`config.mk`:
```
export PLATFORM = sky130hd
export DESIGN_NAME = hazard_scoreboard
export DESIGN_NICKNAME = d
export VERILOG_FILES = /design/src/rtl/hazard_scoreboard_pkg.sv /design/src/rtl/hazard_scoreboard_sb_entry.sv /design/src/rtl/hazard_scoreboard.sv
export SDC_FILE = /design/constraint.sdc
export NUM_CORES = 1
export LEC_CHECK = 0
export CAP_MARGIN = 15
export CORE_UTILIZATION = 45
export DETAILED_ROUTE_END_ITERATION = 8
export GPL_TIMING_DRIVEN = 0
export PLACE_DENSITY = 0.72
export SLEW_MARGIN = 40
export SYNTH_ARGS = -nofsm -noshare
export SYNTH_HDL_FRONTEND = slang
export SYNTH_SLANG_ARGS = --single-unit
```
`constraint.sdc`:
```
create_clock -name clk -period 8 [get_ports clk]
set_input_delay 1.6 -clock clk [delete_from_list [all_inputs] [get_ports clk]]
set_output_delay 1.6 -clock clk [all_outputs]
set_load 0.02 [all_outputs]
```
`src/rtl/hazard_scoreboard_pkg.sv`:
```
// Shared pipeline constants and types for the issue-side hazard scoreboard.
package hazard_scoreboard_pkg;
    localparam int REG_ADDR_W = 5;
    localparam int NREG       = 32;
    localparam int LOAD_LAT   = 1;
    localparam int CNT_W      = 2;

    typedef logic [REG_ADDR_W-1:0] reg_addr_t;
endpackage

```
`src/rtl/hazard_scoreboard_sb_entry.sv`:
```
// sb_entry: per-register outstanding-write counter and forwardability countdown.
module hazard_scoreboard_sb_entry #(
    parameter int CNT_W    = 2,
    parameter int LOAD_LAT = 1
) (
    input  logic clk,
    input  logic rst,
    input  logic set,
    input  logic set_load,
    input  logic clr,
    output logic pending,
    output logic pending_nxt,
    output logic not_ready,
    output logic full
);
    localparam logic [CNT_W-1:0] CNT_MAX  = '1;
    localparam logic [CNT_W-1:0] CNT_ONE  = CNT_W'(1);
    localparam logic [1:0]       LOAD_RDY = 2'(LOAD_LAT);

    logic [CNT_W-1:0] r_out_cnt;
    logic [CNT_W-1:0] w_out_nxt;
    logic [1:0]       r_rdy_cnt;
    logic [1:0]       w_rdy_nxt;
    logic             w_clr_eff;

    // A retirement against an empty counter is dropped here; the top flags it.
    assign w_clr_eff = clr && (r_out_cnt != '0);

    always_comb begin
        w_out_nxt = r_out_cnt;
        if (set && !w_clr_eff) begin
            w_out_nxt = r_out_cnt + CNT_ONE;
        end else if (!set && w_clr_eff) begin
            w_out_nxt = r_out_cnt - CNT_ONE;
        end
    end

    always_comb begin
        w_rdy_nxt = r_rdy_cnt;
        if (set) begin
            w_rdy_nxt = set_load ? LOAD_RDY : 2'd0;
        end else if (r_rdy_cnt != 2'd0) begin
            w_rdy_nxt = r_rdy_cnt - 2'd1;
        end
    end

    always_ff @(posedge clk or posedge rst) begin
        if (rst) begin
            r_out_cnt <= '0;
            r_rdy_cnt <= 2'd0;
        end else begin
            r_out_cnt <= w_out_nxt;
            r_rdy_cnt <= w_rdy_nxt;
        end
    end

    assign pending     = (r_out_cnt != '0);
    assign pending_nxt = (w_out_nxt != '0);
    assign not_ready   = (r_rdy_cnt != 2'd0);
    assign full        = (r_out_cnt == CNT_MAX);
endmodule

```
`src/rtl/hazard_scoreboard.sv`:
```
// ID-stage hazard scoreboard: tracks in-flight register writes and stalls on load-use or counter overflow.
// Optional macro SB_PERF_CNT_EN adds stall_cycles / load_stall_cycles performance counters.
module hazard_scoreboard
    import hazard_scoreboard_pkg::*;
#(
    parameter int NREG_P     = NREG,
    parameter int LOAD_LAT_P = LOAD_LAT,
    parameter int CNT_W_P    = CNT_W
) (
    input  logic        clk,
    input  logic        rst,
    input  logic        issue_valid,
    input  logic        issue_regwrite,
    input  logic        issue_is_load,
    input  logic [4:0]  issue_dest,
    input  logic [4:0]  rs_id,
    input  logic [4:0]  rt_id,
    input  logic        flush,
    input  logic        regwrite_wb,
    input  logic [4:0]  dest_wb,
    output logic        stall,
    output logic        busy,
`ifdef SB_PERF_CNT_EN
    output logic [31:0] stall_cycles,
    output logic [31:0] load_stall_cycles,
`endif
    output logic        sb_err
);
    logic [NREG_P-1:0] w_pending;
    logic [NREG_P-1:0] w_not_ready;
    logic [NREG_P-1:0] w_full;
    logic [NREG_P-1:1] w_pending_nxt;
    logic [NREG_P-1:1] w_set;
    logic [NREG_P-1:1] w_clr;

    logic w_hit_rs, w_hit_rt, w_hit_full, w_src_hit;
    logic w_stall, w_accept, w_retire;
    logic r_busy, r_sb_err;

    // Register 0 is never tracked: its status bits are constant zero.
    assign w_pending[0]   = 1'b0;
    assign w_not_ready[0] = 1'b0;
    assign w_full[0]      = 1'b0;

    assign w_hit_rs   = (rs_id != '0) && w_pending[rs_id] && w_not_ready[rs_id];
    assign w_hit_rt   = (rt_id != '0) && w_pending[rt_id] && w_not_ready[rt_id];
    assign w_hit_full = issue_regwrite && (issue_dest != '0) && w_full[issue_dest];
    assign w_src_hit  = w_hit_rs || w_hit_rt;

    assign w_stall  = !rst && issue_valid && !flush && (w_src_hit || w_hit_full);
    assign w_accept = issue_valid && !flush && !w_stall && issue_regwrite && (issue_dest != '0);
    assign w_retire = regwrite_wb && (dest_wb != '0);

    always_comb begin
        w_set = '0;
        w_clr = '0;
        for (int r = 1; r < NREG_P; r++) begin
            w_set[r] = w_accept && (issue_dest == REG_ADDR_W'(r));
            w_clr[r] = w_retire && (dest_wb == REG_ADDR_W'(r));
        end
    end

    for (genvar r = 1; r < NREG_P; r++) begin : g_entry
        hazard_scoreboard_sb_entry #(
            .CNT_W    (CNT_W_P),
            .LOAD_LAT (LOAD_LAT_P)
        ) u_entry (
            .clk         (clk),
            .rst         (rst),
            .set         (w_set[r]),
            .set_load    (issue_is_load),
            .clr         (w_clr[r]),
            .pending     (w_pending[r]),
            .pending_nxt (w_pending_nxt[r]),
            .not_ready   (w_not_ready[r]),
            .full        (w_full[r])
        );
    end

    // busy tracks the counters as they will be after this edge.
    always_ff @(posedge clk or posedge rst) begin
        if (rst) begin
            r_busy   <= 1'b0;
            r_sb_err <= 1'b0;
        end else begin
            r_busy   <= |w_pending_nxt;
            r_sb_err <= r_sb_err || (w_retire && !w_pending[dest_wb]);
        end
    end

`ifdef SB_PERF_CNT_EN
    logic [31:0] r_stall_cycles;
    logic [31:0] r_load_stall_cycles;

    always_ff @(posedge clk or posedge rst) begin
        if (rst) begin
            r_stall_cycles      <= 32'd0;
            r_load_stall_cycles <= 32'd0;
        end else begin
            if (w_stall) begin
                r_stall_cycles <= r_stall_cycles + 32'd1;
            end
            if (w_stall && w_src_hit) begin
                r_load_stall_cycles <= r_load_stall_cycles + 32'd1;
            end
        end
    end

    assign stall_cycles      = r_stall_cycles;
    assign load_stall_cycles = r_load_stall_cycles;
`endif

    assign stall  = w_stall;
    assign busy   = r_busy;
    assign sb_err = r_sb_err;
endmodule
```
Word level (Yosys, flattened, before mapping)
Cells that the tools add are included.
Word-level totals
  flip-flop bits (word level): 126
  latch bits: 0
  memory bits (writable): 0
  bits in read-only memories: 0
  output and inout port bits: 3
  memories: 0
Operators by class
  add/sub/neg operators: 93
  $mul: 0
  div/mod/pow operators: 0
  $lt $le $gt $ge: 4
  equal/unequal tests: 93
  shift operators: 0
  multiplexer cells: 137
  bitwise operators: 0
  reductions and logical operators: 368
Operator list (count)
  $mux 2: 124
  $reduce_bool 2->1: 124
  $logic_and 1x1->1: 170
  $eq 5x5->1 const B: 32
  $sub 2x1->2 const B: 62
  $eq 5x4->1 const B: 16
  $logic_not 1->1: 66
  $add 2x1->2 const B: 31
  $eq 2x2->1 const B: 31
  $eq 5x3->1 const B: 8
  $reduce_or 31->1: 1
  $bmux 1 s5: 6
  $lt 5x6->1 const B: 4
  $eq 5x2->1 const B: 4
  $reduce_bool 5->1: 4
  $eq 5x1->1 const B: 2
  $mux 1: 7
  $logic_or 1x1->1: 3

Depth between registers and ports, before layout
  word-level depth: 19
  depth in mapped cells: 16

By module
Synthesis repeated with hierarchy kept, for this count alone.
Unflattened totals
  cell total of the unflattened synthesis: 1318
  area, all modules: 11851.4 um^2
Modules (own cells, without submodules)
  hazard_scoreboard_sb_entry: times used 31, cells each 33, area each 304.0 um^2, seq. area each 100.1 um^2
  hazard_scoreboard: times used 1, cells each 295, area each 2426.1 um^2, seq. area each 50.0 um^2

Worst setup path after synthesis
Ideal clock, no wire load.
  path type: in2out
  start point: input port rst
  end point: output port stall
  arrival: 5537 ps
  required time: 6400 ps
  slack: 863 ps
  stages on the path: 4
  path through: inv_1 > o21ai_2 > clkbuf_1 > nor3b_1
Between the ends
  longest elaborated chain between the ends: 4
Ends and longest elaborated chain
  start, declared: RTL line hazard_scoreboard.sv:11  | input logic rst,
  $logic_not 1->1 (no source line)
  $logic_and 1x1->1 (3 in series): RTL line hazard_scoreboard.sv:50  | assign w_stall = !rst && issue_valid && !flush && (w_src_hit || w_hit_full);
  end, declared: RTL line hazard_scoreboard.sv:21  | output logic stall,
Every way passes these cells.

Worst setup path in the final report
  start point: input port rt_id[2]
  end point: output port stall
Between the ends
  longest elaborated chain between the ends: 7
  elaborated cells on any way between the ends: 10
  classes of those cells: 4 x mux; 6 x reduce/logical
Ends and longest elaborated chain
  start, declared: RTL line hazard_scoreboard.sv:17  | input logic [4:0] rt_id,
  $bmux 1 s5: RTL line hazard_scoreboard.sv:46  | assign w_hit_rt = (rt_id != '0) && w_pending[rt_id] && w_not_ready[rt_id];
  $mux 1 (not written as such): RTL line hazard_scoreboard.sv:46
  $logic_and 1x1->1: RTL line hazard_scoreboard.sv:46
  $logic_and 1x1->1 (*): RTL line hazard_scoreboard.sv:46
  $logic_or 1x1->1 (*): RTL line hazard_scoreboard.sv:48  | assign w_src_hit = w_hit_rs || w_hit_rt;
  $logic_or 1x1->1 (*): RTL line hazard_scoreboard.sv:50
  $logic_and 1x1->1 (*): RTL line hazard_scoreboard.sv:50
Every way passes the cells marked *; elsewhere a longest branch is shown, timed or not. The select of a mux whose other input is x is not followed.

==> summary.txt <==
STATUS
-------------------------------------------------------------------------------------
Status .................................................................    completed

DETAILED ROUTING
-------------------------------------------------------------------------------------
Drc violations .........................................................            0
Count of routing violations after the opening detailed-route iteration .          800
Routed wire length .....................................................     33300 um
Number of iterations in the first detailed-routing pass ................            6
Routed via count divided by cell count .................................         6.00
Antenna violation net count after detailed routing .....................            0
Wire per inst ..........................................................      21.9 um
Vias after detailed routing ............................................         9137

SYNTH
-------------------------------------------------------------------------------------
Post-synth net total ...................................................         1307
Fraction of registers with async set or reset after synthesis ..........         100%
Summed instance area of the synthesized netlist ........................  0.0102 mm^2
Flop and latch count out of synthesis ..................................          126
Total number of yosys warnings .........................................            0
Synthesized area per cell ..............................................    8.63 um^2
Cells after Synth ......................................................         1187
Number of enable-type register cells in the synthesized netlist ........            0
Post-synthesis sequential area ratio ...................................        30.8%
Distinct cell type count after synthesis ...............................           80
Primary flip-flop cell chosen by synthesis mapping ..................... sky130_fd_sc_hd__dfrtp_1

POWER AND IR DROP
-------------------------------------------------------------------------------------
Share of total power in combinational logic ............................        53.3%
Internal power component ...............................................      2380 uW
Part of the power in registers .........................................        27.7%
Switching fraction of total power ......................................        43.1%
Peak supply drop .......................................................     0.165 mV
Power per cell area ....................................................  365 mW/mm^2
Part of the total power dissipated in the clock network ................        19.0%
Leakage Power ..........................................................   0.00509 uW
P_sw ...................................................................      1810 uW

TIMING
-------------------------------------------------------------------------------------
Pins Over Slew Limit ...................................................            0
Min Clock Period, post-route ...........................................      7.36 ns
Fin Clk Skew ...........................................................   0.00814 ns
Remaining max-slew budget at the tightest pin ..........................        42.8%
Unrepaired setup endpoints after global routing ........................        false
Worst hold slack after final layout ....................................     0.512 ns
Maximum clock frequency ................................................      136 MHz
Final count of hold timing violations ..................................            0
Slew of the pin with the lowest slew margin ............................     0.852 ns
Period utilization .....................................................        92.0%
Final setup violation count ............................................            0

CTS
-------------------------------------------------------------------------------------
Longest Clk Path Bufs ..................................................            2
Max H-tree Level .......................................................            4
Worst-path clk slew ....................................................      0.06 ns
Clock insertion delay at the later pin of the skew report ..............      0.43 ns
Number of sinks driven by the clock tree ...............................          126
Clock Tree Root ........................................................ sky130_fd_sc_hd__clkbuf_16
Number of gates resized after CTS ......................................            0
Cts-stage hold buffer count ............................................            0
Number of buffers inserted during clock tree synthesis .................           17
Number of buffers inserted by post-CTS setup repair ....................            0
Clock tree from TritonCTS ..............................................         done

FLOORPLAN
-------------------------------------------------------------------------------------
Effective utilization at floorplan .....................................        46.4%
Chip height ............................................................       153 um
Floorplan Core Area ....................................................  0.0221 mm^2
Die area ...............................................................  0.0234 mm^2
Placement Rows .........................................................           54
I/O pins ...............................................................           30
Die X ..................................................................       153 um

CELLS AND AREA
-------------------------------------------------------------------------------------
Nets ...................................................................         1350
Non-filler cells in the finished layout ................................         1523
Layout cells sized above 1 .............................................        8.45%
Synthesis-to-layout area growth ........................................        12.1%
Antenna fix cells ......................................................            0

WORST SETUP PATH
-------------------------------------------------------------------------------------
Slowest stage cell, crit path .......................................... sky130_fd_sc_hd__clkbuf_1
Worst EP arrival .......................................................      5.76 ns
Buffers & Inverters on Critical Path ...................................            4
Data required, critical path ...........................................      6.40 ns
Crit. End Element ......................................................   output pin
CP cell instances ...................................................... clkdlybuf4s50_1, clkbuf_1, nand2_1, a211oi_1, nor4_1, a22oi_2, nand3_2, o21ai_2, clkbuf_1, nor3b_1, clkdlybuf4s50_1
Critical Path Source Type .............................................. primary input
Biggest cell delay along the critical path .............................      0.67 ns
Peak fanout along the critical path ....................................           10
Worst Path Class, Setup ................................................ primary input to output pin
Cell type group with the largest total delay on the critical path ...... buffers and inverters

PLACE
-------------------------------------------------------------------------------------
Number of I/O port buffers .............................................           23
HPWL Detailed ..........................................................     25800 um
Number of cells in the design after placement ..........................         1491
Routability-driven placement congestion ratio ..........................         1.03

GLOBAL ROUTING
-------------------------------------------------------------------------------------
Number of global-route vias before repair ..............................         8935
Initial antenna violation count ........................................            0
First-pass GRT wire length .............................................     51600 um
Global routing usage summed across all routing layers ..................        29.4%
Sum of overflow across all layers after global routing .................            0
Pin count of the biggest net entering global routing ...................           72

JOB
-------------------------------------------------------------------------------------
Number of maximum-capacitance violations ...............................            0

HOLD PATH
-------------------------------------------------------------------------------------
Type of the most critical hold path .................................... flip-flop to flip-flop

[cell type report]
cell class / count / area (um^2)
Fill cell: 2067 / 10600
Clock inverter: 9 / 109
Multi-Input combinational cell: 883 / 6390
Buffer: 38 / 198
Tap cell: 280 / 350
Clock buffer: 23 / 488
Timing Repair Buffer: 24 / 258
Inverter: 140 / 533
Sequential cell: 126 / 3150
[tightest hold or removal path: cells and delay by family, from the launching register on]
kind / cells / cell delay [ns]
DFF: 1 / 0.34
and+or+nand+nor: 1 / 0.07
AOI/OAI and AO/OA: 1 / 0.07
[stage by stage]
step / power, uW / util, % / setup WS (ns) / instance area [um^2] / TNS [ns]
6_report: 4190 / 52.0 / 0.642 / 11500 / 0
5_1_grt: 4520 / 52.0 / 0.578 / 11500 / 0
4_1_cts: 4160 / 51.9 / 0.770 / 11500 / 0
3_5_place_dp: 3350 / 49.2 / 0.797 / 10900 / 0
3_3_place_gp: 3240 / 49.0 / -2.35 / 10800 / -11.23
2_1_floorplan: 2740 / - / 0.863 / 10200 / 0
[cells by family (layout without fill, tap and decap cells)]
| family | count (synthesis) | after routing | synth area share, % |
|---|---|---|---|
| and+or+nand+nor | 427 | 427 | 21.2 |
| AOI/OAI and AO/OA | 206 | 206 | 12.8 |
| buffers and inverters | 178 | 234 | 7.03 |
| DFF | 126 | 126 | 30.8 |
| adders and majority gates | 96 | 96 | 11.7 |
| xor gates and xnor gates | 87 | 87 | 7.44 |
| muxes | 67 | 67 | 9.11 |
[final timing paths]
| check | from | end | slack [ns] | depth (start not counted) |
|---|---|---|---|---|
| max | rt_id[2] | stall | 0.64 | 11 |
| min | g_entry[17].u_entry.r_rdy_cnt[1] | g_entry[17].u_entry.r_rdy_cnt[1] | 0.51 | 2 |
| max reg2reg | g_entry[1].u_entry.r_out_cnt[1] | busy | 2.83 | 15 |
| min reg2reg | g_entry[17].u_entry.r_rdy_cnt[1] | g_entry[17].u_entry.r_rdy_cnt[1] | 0.51 | 2 |
| max in group asynchronous | rst | g_entry[23].u_entry.r_out_cnt[0] | 5.36 | 3 |
| min in group asynchronous | rst | g_entry[27].u_entry.r_rdy_cnt[0] | 1.92 | 2 |
[flip-flops by register name, summed over array words and instances (netlist names)]
name                       cells
g_entry.u_entry.r_out_cnt     62
g_entry.u_entry.r_rdy_cnt     62
busy                           1
sb_err                         1
[power by group through the flow]
stage | clock network [uW] | registers (uW) | logic, uW
floorplan | 0 | 1120 | 1630
global placement | 0 | 1150 | 2100
detailed placement | 0 | 1160 | 2180
CTS | 804 | 1160 | 2200
global route | 829 | 1190 | 2500
finish | 797 | 1160 | 2230
[layer usage]
layer / part of all wire (%) / track usage, % / wire [um]
met1: 41 / 37.6 / 13700
met2: 45 / 46.8 / 15100
met3: 9.4 / 7.97 / 3140
met4: 4.3 / 12.7 / 1450
met5: 0 / 0 / 0
[cell usage in the layout, fill, tap and decap left out, types with 21 or more instances in the layout]
cell / Yosys / layout
sky130_fd_sc_hd__clkbuf_1: 21 / 21
sky130_fd_sc_hd__inv_1: 140 / 139
sky130_fd_sc_hd__nand3_1: 34 / 34
sky130_fd_sc_hd__a21oi_1: 79 / 79
sky130_fd_sc_hd__nor3_1: 47 / 45
sky130_fd_sc_hd__nand2_1: 73 / 73
sky130_fd_sc_hd__dfrtp_1: 126 / 126
sky130_fd_sc_hd__ha_1: 93 / 93
sky130_fd_sc_hd__xnor2_1: 50 / 50
sky130_fd_sc_hd__xor2_1: 37 / 37
sky130_fd_sc_hd__mux2i_1: 34 / 34
sky130_fd_sc_hd__or3_1: 26 / 26
sky130_fd_sc_hd__nor2_1: 139 / 139
sky130_fd_sc_hd__o21ai_0: 34 / 34
sky130_fd_sc_hd__clkdlybuf4s50_1: 0 / 23
[synthesized netlist by cell type, types with 4 or more instances]
library cell                 n  share of area, %
sky130_fd_sc_hd__a21o_1      4              0.29
sky130_fd_sc_hd__xor2_1     37               3.2
sky130_fd_sc_hd__mux2_2     13               1.4
sky130_fd_sc_hd__nand3_1    34               1.7
sky130_fd_sc_hd__nor3b_1    10              0.73
sky130_fd_sc_hd__or2_2       4              0.24
sky130_fd_sc_hd__nor4_1     12              0.73
sky130_fd_sc_hd__nand2_1    73               2.7
sky130_fd_sc_hd__xnor2_1    50               4.3
sky130_fd_sc_hd__o21ai_0    34               1.7
sky130_fd_sc_hd__nor3_1     47               2.3
sky130_fd_sc_hd__ha_1       93                11
sky130_fd_sc_hd__buf_2       8              0.39
sky130_fd_sc_hd__nand4_1     8              0.49
sky130_fd_sc_hd__a211o_1     4              0.34
sky130_fd_sc_hd__a21oi_1    79               3.9
sky130_fd_sc_hd__and3_1      5              0.31
sky130_fd_sc_hd__inv_1     140               5.1
sky130_fd_sc_hd__nor2_1    139               5.1
sky130_fd_sc_hd__nand2b_1   17               1.0
sky130_fd_sc_hd__or3_1      26               1.6
sky130_fd_sc_hd__mux4_2     17               3.7
sky130_fd_sc_hd__mux2i_1    34               3.3
sky130_fd_sc_hd__dfrtp_1   126                31
sky130_fd_sc_hd__a31oi_1    13              0.79
sky130_fd_sc_hd__o211ai_1    9              0.66
sky130_fd_sc_hd__a211oi_1   16               1.2
sky130_fd_sc_hd__buf_6       5              0.55
sky130_fd_sc_hd__or4_1       5              0.37
sky130_fd_sc_hd__clkbuf_1   21              0.77
sky130_fd_sc_hd__nor2b_1    11              0.67
sky130_fd_sc_hd__o22ai_1     7              0.43
sky130_fd_sc_hd__nor3_4      5              0.79
sky130_fd_sc_hd__o31ai_1     4              0.29
sky130_fd_sc_hd__and2_1      9              0.55
Note: power is estimated with default switching activity, not from simulation.
